## src/rtl/ifu_pkg.sv

```systemverilog
// ifu_pkg: shared constants and state type for the instruction fetch unit.
package ifu_pkg;
  localparam logic [31:0] RESET_PC   = 32'h0000_3000;
  localparam logic [31:0] HANDLER_PC = 32'h0000_4180;
  localparam logic [4:0]  EXC_ADEL   = 5'd4;
  localparam logic [31:0] NOP_WORD   = 32'h0;
  typedef enum logic {RUN, HOLD} ifu_state_e;
endpackage

```

## src/rtl/ifu_next_pc_sel.sv

```systemverilog
// ifu_next_pc_sel: priority mux choosing the next PC, fetch state and pending-capture strobe.
module ifu_next_pc_sel
  import ifu_pkg::*;
(
  input  logic [31:0] pc_i,
  input  ifu_state_e  state_i,
  input  logic [31:0] pending_i,
  input  logic        stall_i,
  input  logic        redirect_valid_i,
  input  logic [31:0] redirect_target_i,
  input  logic        exc_req_i,
  input  logic        eret_req_i,
  input  logic [31:0] epc_i,
  output logic [31:0] next_pc_o,
  output ifu_state_e  next_state_o,
  output logic        capture_pending_o
);
  logic hold;
  always_comb begin
    hold = state_i == HOLD;
    // Only the first redirect seen during a stall is kept; later ones are dropped.
    capture_pending_o = ~exc_req_i & ~eret_req_i & stall_i & ~hold & redirect_valid_i;
    next_pc_o = exc_req_i        ? HANDLER_PC :
                eret_req_i       ? epc_i :
                stall_i          ? pc_i :
                hold             ? pending_i :
                redirect_valid_i ? redirect_target_i :
                                   pc_i + 32'd4;
    next_state_o = (exc_req_i | eret_req_i) ? RUN :
                   stall_i                  ? ((hold | capture_pending_o) ? HOLD : RUN) :
                                              RUN;
  end
endmodule

```

## src/rtl/instruction_fetch_unit.sv

```systemverilog
// instruction_fetch_unit: PC register, fetch address and IF/ID pipeline register.
// Optional IFU_BD_FLAG_EN adds the id_bd branch-delay flag output.
module instruction_fetch_unit
  import ifu_pkg::*;
(
  input  logic        clk,
  input  logic        reset,
  input  logic        stall,
  input  logic        redirect_valid,
  input  logic [31:0] redirect_target,
  input  logic        exc_req,
  input  logic        eret_req,
  input  logic [31:0] epc,
  output logic [31:0] im_pc,
  input  logic        im_accepted,
  input  logic [31:0] im_inst,
  output logic [31:0] id_pc,
  output logic [31:0] id_inst,
  output logic        id_valid,
  output logic        id_exc,
  output logic [4:0]  id_exccode
`ifdef IFU_BD_FLAG_EN
  ,
  output logic        id_bd
`endif
);
  logic [31:0] pc_q, pc_d, pending_q, pending_d;
  ifu_state_e  state_q, state_d;
  logic        capture;
  logic [31:0] id_pc_q, id_pc_d, id_inst_q, id_inst_d;
  logic        id_valid_q, id_valid_d, id_exc_q, id_exc_d;
  logic [4:0]  id_exccode_q, id_exccode_d;
  logic        flush, load;

  ifu_next_pc_sel u_sel (
    .pc_i              (pc_q),
    .state_i           (state_q),
    .pending_i         (pending_q),
    .stall_i           (stall),
    .redirect_valid_i  (redirect_valid),
    .redirect_target_i (redirect_target),
    .exc_req_i         (exc_req),
    .eret_req_i        (eret_req),
    .epc_i             (epc),
    .next_pc_o         (pc_d),
    .next_state_o      (state_d),
    .capture_pending_o (capture)
  );

  always_comb begin
    flush        = exc_req | eret_req;
    load         = ~flush & ~stall;
    pending_d    = flush ? 32'h0 : capture ? redirect_target : pending_q;
    id_pc_d      = flush ? 32'h0 : load ? pc_q : id_pc_q;
    id_inst_d    = flush ? NOP_WORD : load ? im_inst : id_inst_q;
    id_valid_d   = flush ? 1'b0 : load ? 1'b1 : id_valid_q;
    id_exc_d     = flush ? 1'b0 : load ? ~im_accepted : id_exc_q;
    id_exccode_d = flush ? 5'd0 : load ? (im_accepted ? 5'd0 : EXC_ADEL) : id_exccode_q;
  end

  always_ff @(posedge clk) begin
    if (reset) begin
      pc_q         <= RESET_PC;
      state_q      <= RUN;
      pending_q    <= 32'h0;
      id_pc_q      <= 32'h0;
      id_inst_q    <= 32'h0;
      id_valid_q   <= 1'b0;
      id_exc_q     <= 1'b0;
      id_exccode_q <= 5'd0;
    end else begin
      pc_q         <= pc_d;
      state_q      <= state_d;
      pending_q    <= pending_d;
      id_pc_q      <= id_pc_d;
      id_inst_q    <= id_inst_d;
      id_valid_q   <= id_valid_d;
      id_exc_q     <= id_exc_d;
      id_exccode_q <= id_exccode_d;
    end
  end

`ifdef IFU_BD_FLAG_EN
  logic id_bd_q, id_bd_d;
  // A load in the cycle a redirect takes effect marks the delay-slot instruction.
  assign id_bd_d = flush ? 1'b0 : load ? ((state_q == HOLD) | redirect_valid) : id_bd_q;
  always_ff @(posedge clk) begin
    if (reset) id_bd_q <= 1'b0;
    else id_bd_q <= id_bd_d;
  end
  assign id_bd = id_bd_q;
`endif

  assign im_pc      = pc_q;
  assign id_pc      = id_pc_q;
  assign id_inst    = id_inst_q;
  assign id_valid   = id_valid_q;
  assign id_exc     = id_exc_q;
  assign id_exccode = id_exccode_q;
endmodule

```

## config.mk

```make
export PLATFORM = sky130hd
export DESIGN_NAME = instruction_fetch_unit
export DESIGN_NICKNAME = d
export VERILOG_FILES = /design/src/rtl/ifu_pkg.sv /design/src/rtl/ifu_next_pc_sel.sv /design/src/rtl/instruction_fetch_unit.sv
export SDC_FILE = /design/constraint.sdc
export NUM_CORES = 1
export LEC_CHECK = 0
export ABC_AREA = 1
export BUFFER_PORTS_ARGS = -buffer_cell sky130_fd_sc_hd__clkbuf_2
export CELL_PAD_IN_SITES_DETAIL_PLACEMENT = 1
export CELL_PAD_IN_SITES_GLOBAL_PLACEMENT = 1
export CORE_ASPECT_RATIO = 0.9
export CORE_MARGIN = 4
export CORE_UTILIZATION = 35
export DETAILED_ROUTE_END_ITERATION = 12
export GPL_ROUTABILITY_DRIVEN = 0
export GPL_TIMING_DRIVEN = 0
export PLACE_DENSITY = 0.83
export SLEW_MARGIN = 20
export SYNTH_ARGS = -nofsm -noshare
export SYNTH_HDL_FRONTEND = slang
export SYNTH_SLANG_ARGS = --single-unit
```

## constraint.sdc

```tcl
create_clock -name clk -period 1.8 [get_ports clk]
set_clock_uncertainty 0.1 [all_clocks]
set_input_delay 0.18 -clock clk [delete_from_list [all_inputs] [get_ports clk]]
set_output_delay 0.18 -clock clk [all_outputs]
set_load 0.03 [all_outputs]
```

# Word-level counts from Yosys, hierarchy flattened
# Cells that the tools add are included.
# W data, S select, Z words.
# totals
reg_bits,136
inputBits,103
output_inout_bits,103
elab_cells,35
# op_classes
addsub,1
n_eq_ne,2
n_mux,7
n_bitwise,13
reduce_logical,3
# ops
operator,n
$mux W32,4
$add A32 B3 Y32 const B,1
$mux W15,1
$not A1 Y1,6
$and A1 B1 Y1,5
$reduce_or A2 Y1,2
$mux W3,1
$ne A3 B1 Y1 const B,1
$reduce_or A3 Y1,1
$ne A2 B1 Y1 const B,1
$or A1 B1 Y1,2
$mux W1,1

# Depth between registers and ports, before layout
# Gate-level depths: netlist (run 1).
# logic_depth
ltp_word,7
depth_mapped,12
ltp_nobuf,12

# By module
# From an unflattened synthesis (run 1), not the netlist that was laid out.
# hier_totals
cells_unflattened,1092
hier_area_um2,7053.0
# by_module_without_submodules
module,instances,cells_per_inst,area_per_inst_um2
instruction_fetch_unit,1,670,4873.4
ifu_next_pc_sel,1,422,2179.6

# Worst setup path after synthesis (run 1)
# OpenSTA, ideal clock, no wires.
# synth_path
kind,flip-flop to flip-flop
startpoint,reg pc_q[3] (netlist: im_pc[3])
endpoint,reg pc_q[18] (netlist: im_pc[18])
setup_ns,0.128
t_arrival_ns,1.690
setup_slack_ns,-0.118
path_stages_with_launch,10
path_buffers,0
synth_period_minus_slack_ns,1.918
cell_sequence,dfxtp_1 > ha_1 > nand2_1 > nor2_1 > nand2_1 > nor2_2 > xor2_1 > o21ai_1 > a21oi_1 > nor2_1
# synth_via
elab_chain_cells,5
# synth_rtl
item,line,text
from (decl),instruction_fetch_unit.sv:27,"logic [31:0] pc_q, pc_d, pending_q, pending_d;"
from (signal assigned),instruction_fetch_unit.sv:72,pc_q <= pc_d;
$add A32 B3 Y32,ifu_next_pc_sel.sv:28,pc_i + 32'd4;
$mux W32,ifu_next_pc_sel.sv:27,redirect_valid_i ? redirect_target_i :
$mux W32,ifu_next_pc_sel.sv:26,hold ? pending_i :
$mux W32,ifu_next_pc_sel.sv:25,stall_i ? pc_i :
$mux W32,ifu_next_pc_sel.sv:24,eret_req_i ? epc_i :
# No other way between the ends. The select of a mux whose other input is x is not followed.
# A chain may end at the register's enable or synchronous reset.

# Final worst setup path (run 1)
# layout_path
startpoint,reg pc_q[3] (netlist: im_pc[3])
endpoint,reg pc_q[14] (netlist: im_pc[14])
# layout_via
elab_chain_cells,6
# layout_rtl
item,line,text
$add A32 B3 Y32,ifu_next_pc_sel.sv:28,
$mux W32,ifu_next_pc_sel.sv:27,
$mux W32,ifu_next_pc_sel.sv:26,
$mux W32,ifu_next_pc_sel.sv:25,
$mux W32,ifu_next_pc_sel.sv:24,
$mux W15,ifu_next_pc_sel.sv:23,next_pc_o = exc_req_i ? HANDLER_PC :
# No other way between the ends. The select of a mux whose other input is x is not followed.

==> results of run 1 <==
[cell type report]
type                       count  area share
clock inverter                15      0.0130
tap                          240      0.0315
buffer                        58      0.0309
sequential                   131       0.280
clock buffer                  17      0.0446
multi-input combinational    677       0.363
antenna                        1    0.000262
inverter                      68      0.0267
timing repair buffer         304       0.210
[cells by family after synthesis]
family	count (synthesis)	synth area share
DFF	131	0.412
xor gates and xnor gates	6	0.00825
buffers and inverters	127	0.0859
adders and majority gates	1	0.00197
AOI/OAI and AO/OA	223	0.215
other	1	0.000589
and+or+nand+nor	443	0.277
[sequential cells by signal, indices dropped and copies added (netlist names), named ones only]
| register | flops |
|---|---|
| im_pc | 30 |
| pending_q | 32 |
| state_q | 1 |
| id_inst | 32 |
| id_valid | 1 |
| id_pc | 32 |
| id_exccode | 1 |
[what timing repair did]
item / CTS / global route
hold buffers: 84 / 0
pin swaps: 5 / 14
hold endpoints to repair: 83 / 0
resized for setup: 40 / 75
buffers inserted: 1 / 20
setup endpoints to repair: 35 / 27
[how the worst max path moves through the flow]
stage                                 startpoint  cells past startpoint                endpoint
after floorplan            im_pc[7]$_SDFFE_PP0P_                      8  im_pc[18]$_SDFFE_PP0P_
after global routing       im_pc[9]$_SDFFE_PP0P_                     11  im_pc[23]$_SDFFE_PP0P_
after global placement                  eret_req                      6  id_pc[12]$_SDFFE_PP0P_
after detailed placement                eret_req                      6   id_pc[8]$_SDFFE_PP0P_
after CTS                 im_pc[14]$_SDFFE_PP0P_                      9  im_pc[22]$_SDFFE_PP0P_
final                      im_pc[3]$_SDFFE_PP0P_                     11  im_pc[14]$_SDFFE_PP0P_
[metal layers]
metal / vias up / wire length, um / share of wire / global-route usage
li1: 3685 / - / - / -
met1: 3914 / 13200 / 0.41 / 0.351
met2: 472 / 15400 / 0.47 / 0.484
met3: 112 / 2700 / 0.083 / 0.0670
met4: 0 / 1260 / 0.039 / 0.0976
met5: - / 0 / 0 / 0
[synth_stat cells (all sizes together), types with 5 or more instances]
master	number
a31oi	7
buf	29
dfxtp	131
inv	68
a21oi	120
o211ai	9
o21ai	39
nand3	33
a211oi	47
xor2	5
nand2	278
nor2	129
clkbuf	30
[critical path: stages, from the launching register on]
cell	delay (ns)
dfxtp_4	0.40
ha_4	0.18
nand2_4	0.07
nor2_4	0.13
nand2_4	0.10
inv_2	0.10
nand2_1	0.11
nand2_1	0.09
nand3_1	0.18
nand2_1	0.16
o211ai_1	0.10
a21oi_1	0.16
[where the power goes]
| part | switching (mW) | internal (mW) |
|---|---|---|
| clock | 1.53 | 1.79 |
| sequential | 0.0845 | 2.95 |
| combinational | 0.680 | 0.402 |
| total | 2.30 | 5.14 |
[metrics by stage]
step	cell area (um^2)	util	hold slack, ns	setup TNS (ns)
after floorplan	6380	-	0.159	0
after global placement	7680	0.433	0.266	-16.38
after detailed placement	7680	0.433	0.270	-17.75
after CTS	9180	0.518	0.00231	-0.0144
after global routing	9550	0.538	0.0528	-2.28
final	9550	0.539	0.0134	-1.08
==> impl_metrics.tcl, run 1 <==
set metrics [dict create \
    overflow 0 \
    final_common_cell "nand2_1" \
    avgSynthCellArea_um2 6.83 \
    viasPerCell 5.42 \
    fin_cells 1511 \
    hold_depth 5 \
    vias 8183 \
    dp.cells 1374 \
    die_h_um 136 \
    final_cell_mix "262 x nand2_1, 204 x clkbuf_2, 116 x a21oi_1" \
    rr_startpoint "im_pc[3]$_SDFFE_PP0P_" \
    ys_ff_latch 131 \
    fill_cells 2299 \
    crit_path_end_kind "flip-flop" \
    cp_max_fo 5 \
    finalHoldViolations 0 \
    synth.distinct_cells 30 \
    yosys_most_used_dff "dfxtp_1" \
    ir_drop_v 0.000670 \
    start_util 0.359 \
    r2r_cells 11 \
    ys_warn_count 0 \
    p_total_mw 7.44 \
    ant_nets 0 \
    antenna_found_initial 0 \
    synth_top_cell_area_share 0.412 \
    multiInputGateArea_um2 3470 \
    regArea_um2 2680 \
    min_path_type "primary input to flip-flop" \
    status "finished with violations" \
    rsz0062_at_grt "true" \
    routed_wirelength_mm 32.5 \
    reg2reg_to "im_pc[14]$_SDFFE_PP0P_" \
    io_buffers 199 \
    arrival_ns 2.21 \
    synth_area_leaders "dfxtp_1 41%, nand2_1 16%, a21oi_1 9.4%" \
    track_usage 0.284 \
    rrSetupSlack_ns -0.16 \
    dp_hpwl_mm 20.2 \
    setup_ws_ns -0.160 \
    cts_buffer_depth 2 \
    violations "setup timing" \
    synth-async-reset-ratio 0 \
    path_clk_slew_ns 0.07 \
    finalCritPeriodShare 1.09 \
    num_rows 46 \
    wl_per_cell_um 21.5 \
    grt_pass1_wl_mm 44.5 \
    power.density_nw_per_um2 780 \
    worstMarginPinSlew_ns 0.903 \
    grt_pass1_vias 7969 \
    dr.pass1.iters 5 \
    syn-cell-area_um2 6370 \
    synth_edf_count 0 \
    worstSkewPairLatency_ns 0.43 \
    final_layout_size_suffix_gt1_frac 0.318 \
    slew_headroom 0.398 \
    die_area_um2 20400 \
    holdPathEnd "im_pc[20]$_SDFFE_PP0P_" \
    synth-seq-area-share 0.412 \
    cap_violations 0 \
    place_ws_ns -0.502 \
    finalSetupViolations 15 \
    coreArea_um2 17700 \
    area_growth_pct 50.0 \
    syn_inst 932 \
    io_pins 206 \
    min_period_ns 1.96 \
    required_ns 2.05 \
    grt_max_degree 20 \
    htree_levels 4 \
    min_from "epc[20]" \
    maxSlewViolCount 0 \
    start_kind "flip-flop" \
    route.detailed.drc 0 \
    crit_type "flip-flop to flip-flop" \
    fmax_ghz 0.510 \
    synth_area_leader_cell "dfxtp_1" \
    leakagePower_nw 3.94 \
    layout.nets 1361 \
    numCtsBuffers 17 \
    drt_iter0_drc 754 \
    cts_tree "done" \
    root_buffer "clkbuf_16" \
    clock_sinks 131 \
    die_x_um 150 \
]
Note: power is estimated with default switching activity, not from simulation.
==> run 2: changes to the inputs <==
- CTS_BUF_LIST: unset -> sky130_fd_sc_hd__clkbuf_4 sky130_fd_sc_hd__clkbuf_8
==> impl_metrics.tcl, run 2 (synthesis results as in run 1) <==
set metrics [dict create \
    cp_slowest_cell "dfxtp_4" \
    clock_sinks 131 \
    critPathBufInv 1 \
    drt_iter0_drc 675 \
    io_buffers 199 \
    setup_ws_ns -0.0890 \
    cts_tree "done" \
    crit_path_end_kind "flip-flop" \
    postLayoutCellArea_um2 9410 \
    numCtsBuffers 17 \
    cap_violations 0 \
    power.density_nw_per_um2 686 \
    grt_pass1_vias 8075 \
    maxSlewViolCount 0 \
    ir_drop_v 0.000427 \
    cp_slowest_stage_delay_ns 0.41 \
    route.detailed.drc 0 \
    p_sw_mw 2.11 \
    fin_cells 1515 \
    min_period_ns 1.89 \
    htree_levels 4 \
    area_growth_pct 47.8 \
    coreArea_um2 17700 \
    violations "setup timing" \
    start_kind "flip-flop" \
    arrival_ns 2.12 \
    cts_buffer_depth 2 \
    required_ns 2.03 \
    start_util 0.359 \
    status "finished with violations" \
    finalCritPeriodShare 1.05 \
    dp_hpwl_mm 20.2 \
    routed_wirelength_mm 30.9 \
    leakagePower_nw 3.86 \
    num_rows 46 \
    setup_tns_ns -0.217 \
    worstSkewPairLatency_ns 0.46 \
    dp.cells 1374 \
    p_total_mw 6.45 \
    switching_share 0.328 \
    fmax_ghz 0.529 \
    dr.pass1.iters 5 \
    viasPerCell 5.30 \
    ant_nets 0 \
    layout.nets 1364 \
    vias 8029 \
    finalSetupViolations 7 \
    overflow 0 \
    clkPwrFrac 0.365 \
    cp_cell_sequence "ha_4 -> nand2_4 -> nor2_4 -> nand2_4 -> nor2_4 -> buf_6 -> xor2_2 -> o21ai_1 -> a21oi_1 -> nor2_1" \
    io_pins 206 \
    grt_pass1_wl_mm 44.2 \
    crit_type "flip-flop to flip-flop" \
    rsz0062_at_grt "true" \
    pwr-share-seq 0.469 \
    placed_cell_area_um2 7680 \
    slew_headroom 0.445 \
    wl_per_cell_um 20.4 \
    grt_max_degree 20 \
    path_clk_slew_ns 0.09 \
    min_path_type "primary input to flip-flop" \
    cp_top_family "simple AND/OR/NAND/NOR gates" \
    die_h_um 136 \
    final_cell_mix "261 x nand2_1, 205 x clkbuf_2, 117 x a21oi_1" \
    utilization 0.531 \
    p_int_mw 4.34 \
    die_x_um 150 \
    track_usage 0.279 \
    finalHoldViolations 0 \
    cp_max_fo 5 \
    die_area_um2 20400 \
    antenna_found_initial 1 \
    final_common_cell "nand2_1" \
    final_layout_size_suffix_gt1_frac 0.311 \
    p_comb_frac 0.167 \
    worstMarginPinSlew_ns 0.832 \
    root_buffer "clkbuf_8" \
]
[run 2: worst paths after layout]
| check | slack [ns] | depth (start not counted) | end | from |
|---|---|---|---|---|
| min | 0.03 | 5 | im_pc[23]$_SDFFE_PP0P_ | epc[23] |
| max | -0.09 | 10 | im_pc[18]$_SDFFE_PP0P_ | im_pc[2]$_SDFFE_PP0P_ |
| max reg2reg | -0.09 | 10 | im_pc[18]$_SDFFE_PP0P_ | im_pc[2]$_SDFFE_PP0P_ |
| min reg2reg | 0.37 | 2 | id_inst[2]$_SDFFE_PP0P_ | id_inst[2]$_SDFFE_PP0P_ |
[run 2: power by group through the flow]
stage / logic (mW) / registers, mW / clock network, mW
2_1_floorplan: 0.384 / 3.15 / 0
3_3_place_gp: 0.804 / 3.08 / 0
3_5_place_dp: 0.814 / 3.09 / 0
4_1_cts: 0.987 / 3.02 / 2.35
5_1_grt: 1.15 / 3.03 / 2.49
6_report: 1.07 / 3.02 / 2.35
[run 2: what timing repair did]
item,CTS,global route
pin swaps,5,15
setup buffers,3,14
hold buffers,92,0
setup endpoints to repair,29,35
resized for setup,36,82
endpoints found under the hold margin,90,0
[run 2: routing by layer]
layer  GRT usage  wire length (um)  vias to the layer above
met4      0.0904               877                        0
met5           0                 0                        -
met2       0.473             14900                      416
met1       0.350             12600                     3841
met3      0.0673              2490                       84
li1            -                 -                     3688
[run 2: worst register-to-register path, stage by stage, from the launching register on]
cell	delay [ns]
dfxtp_4	0.41
ha_4	0.18
nand2_4	0.07
nor2_4	0.10
nand2_4	0.09
nor2_4	0.23
buf_6	0.15
xor2_2	0.14
o21ai_1	0.07
a21oi_1	0.17
nor2_1	0.05
[run 2: area by class of cell]
type / count / area (um^2)
Antenna cell: 2 / 5.00
Buffer: 57 / 295
Clock buffer: 17 / 234
Clock inverter: 15 / 124
Fill cell: 2326 / 8320
Inverter: 68 / 255
Multi-Input combinational cell: 677 / 3460
Sequential cell: 131 / 2690
Tap cell: 240 / 300
Timing Repair Buffer: 308 / 2060
[run 2: metrics by stage]
step	hold WS [ns]	setup slack (ns)
4_1_cts	0.000382	-0.0178
3_5_place_dp	0.270	-0.502
6_report	0.0257	-0.0890
5_1_grt	0.0553	-0.149
3_3_place_gp	0.266	-0.479
2_1_floorplan	0.159	0.0435
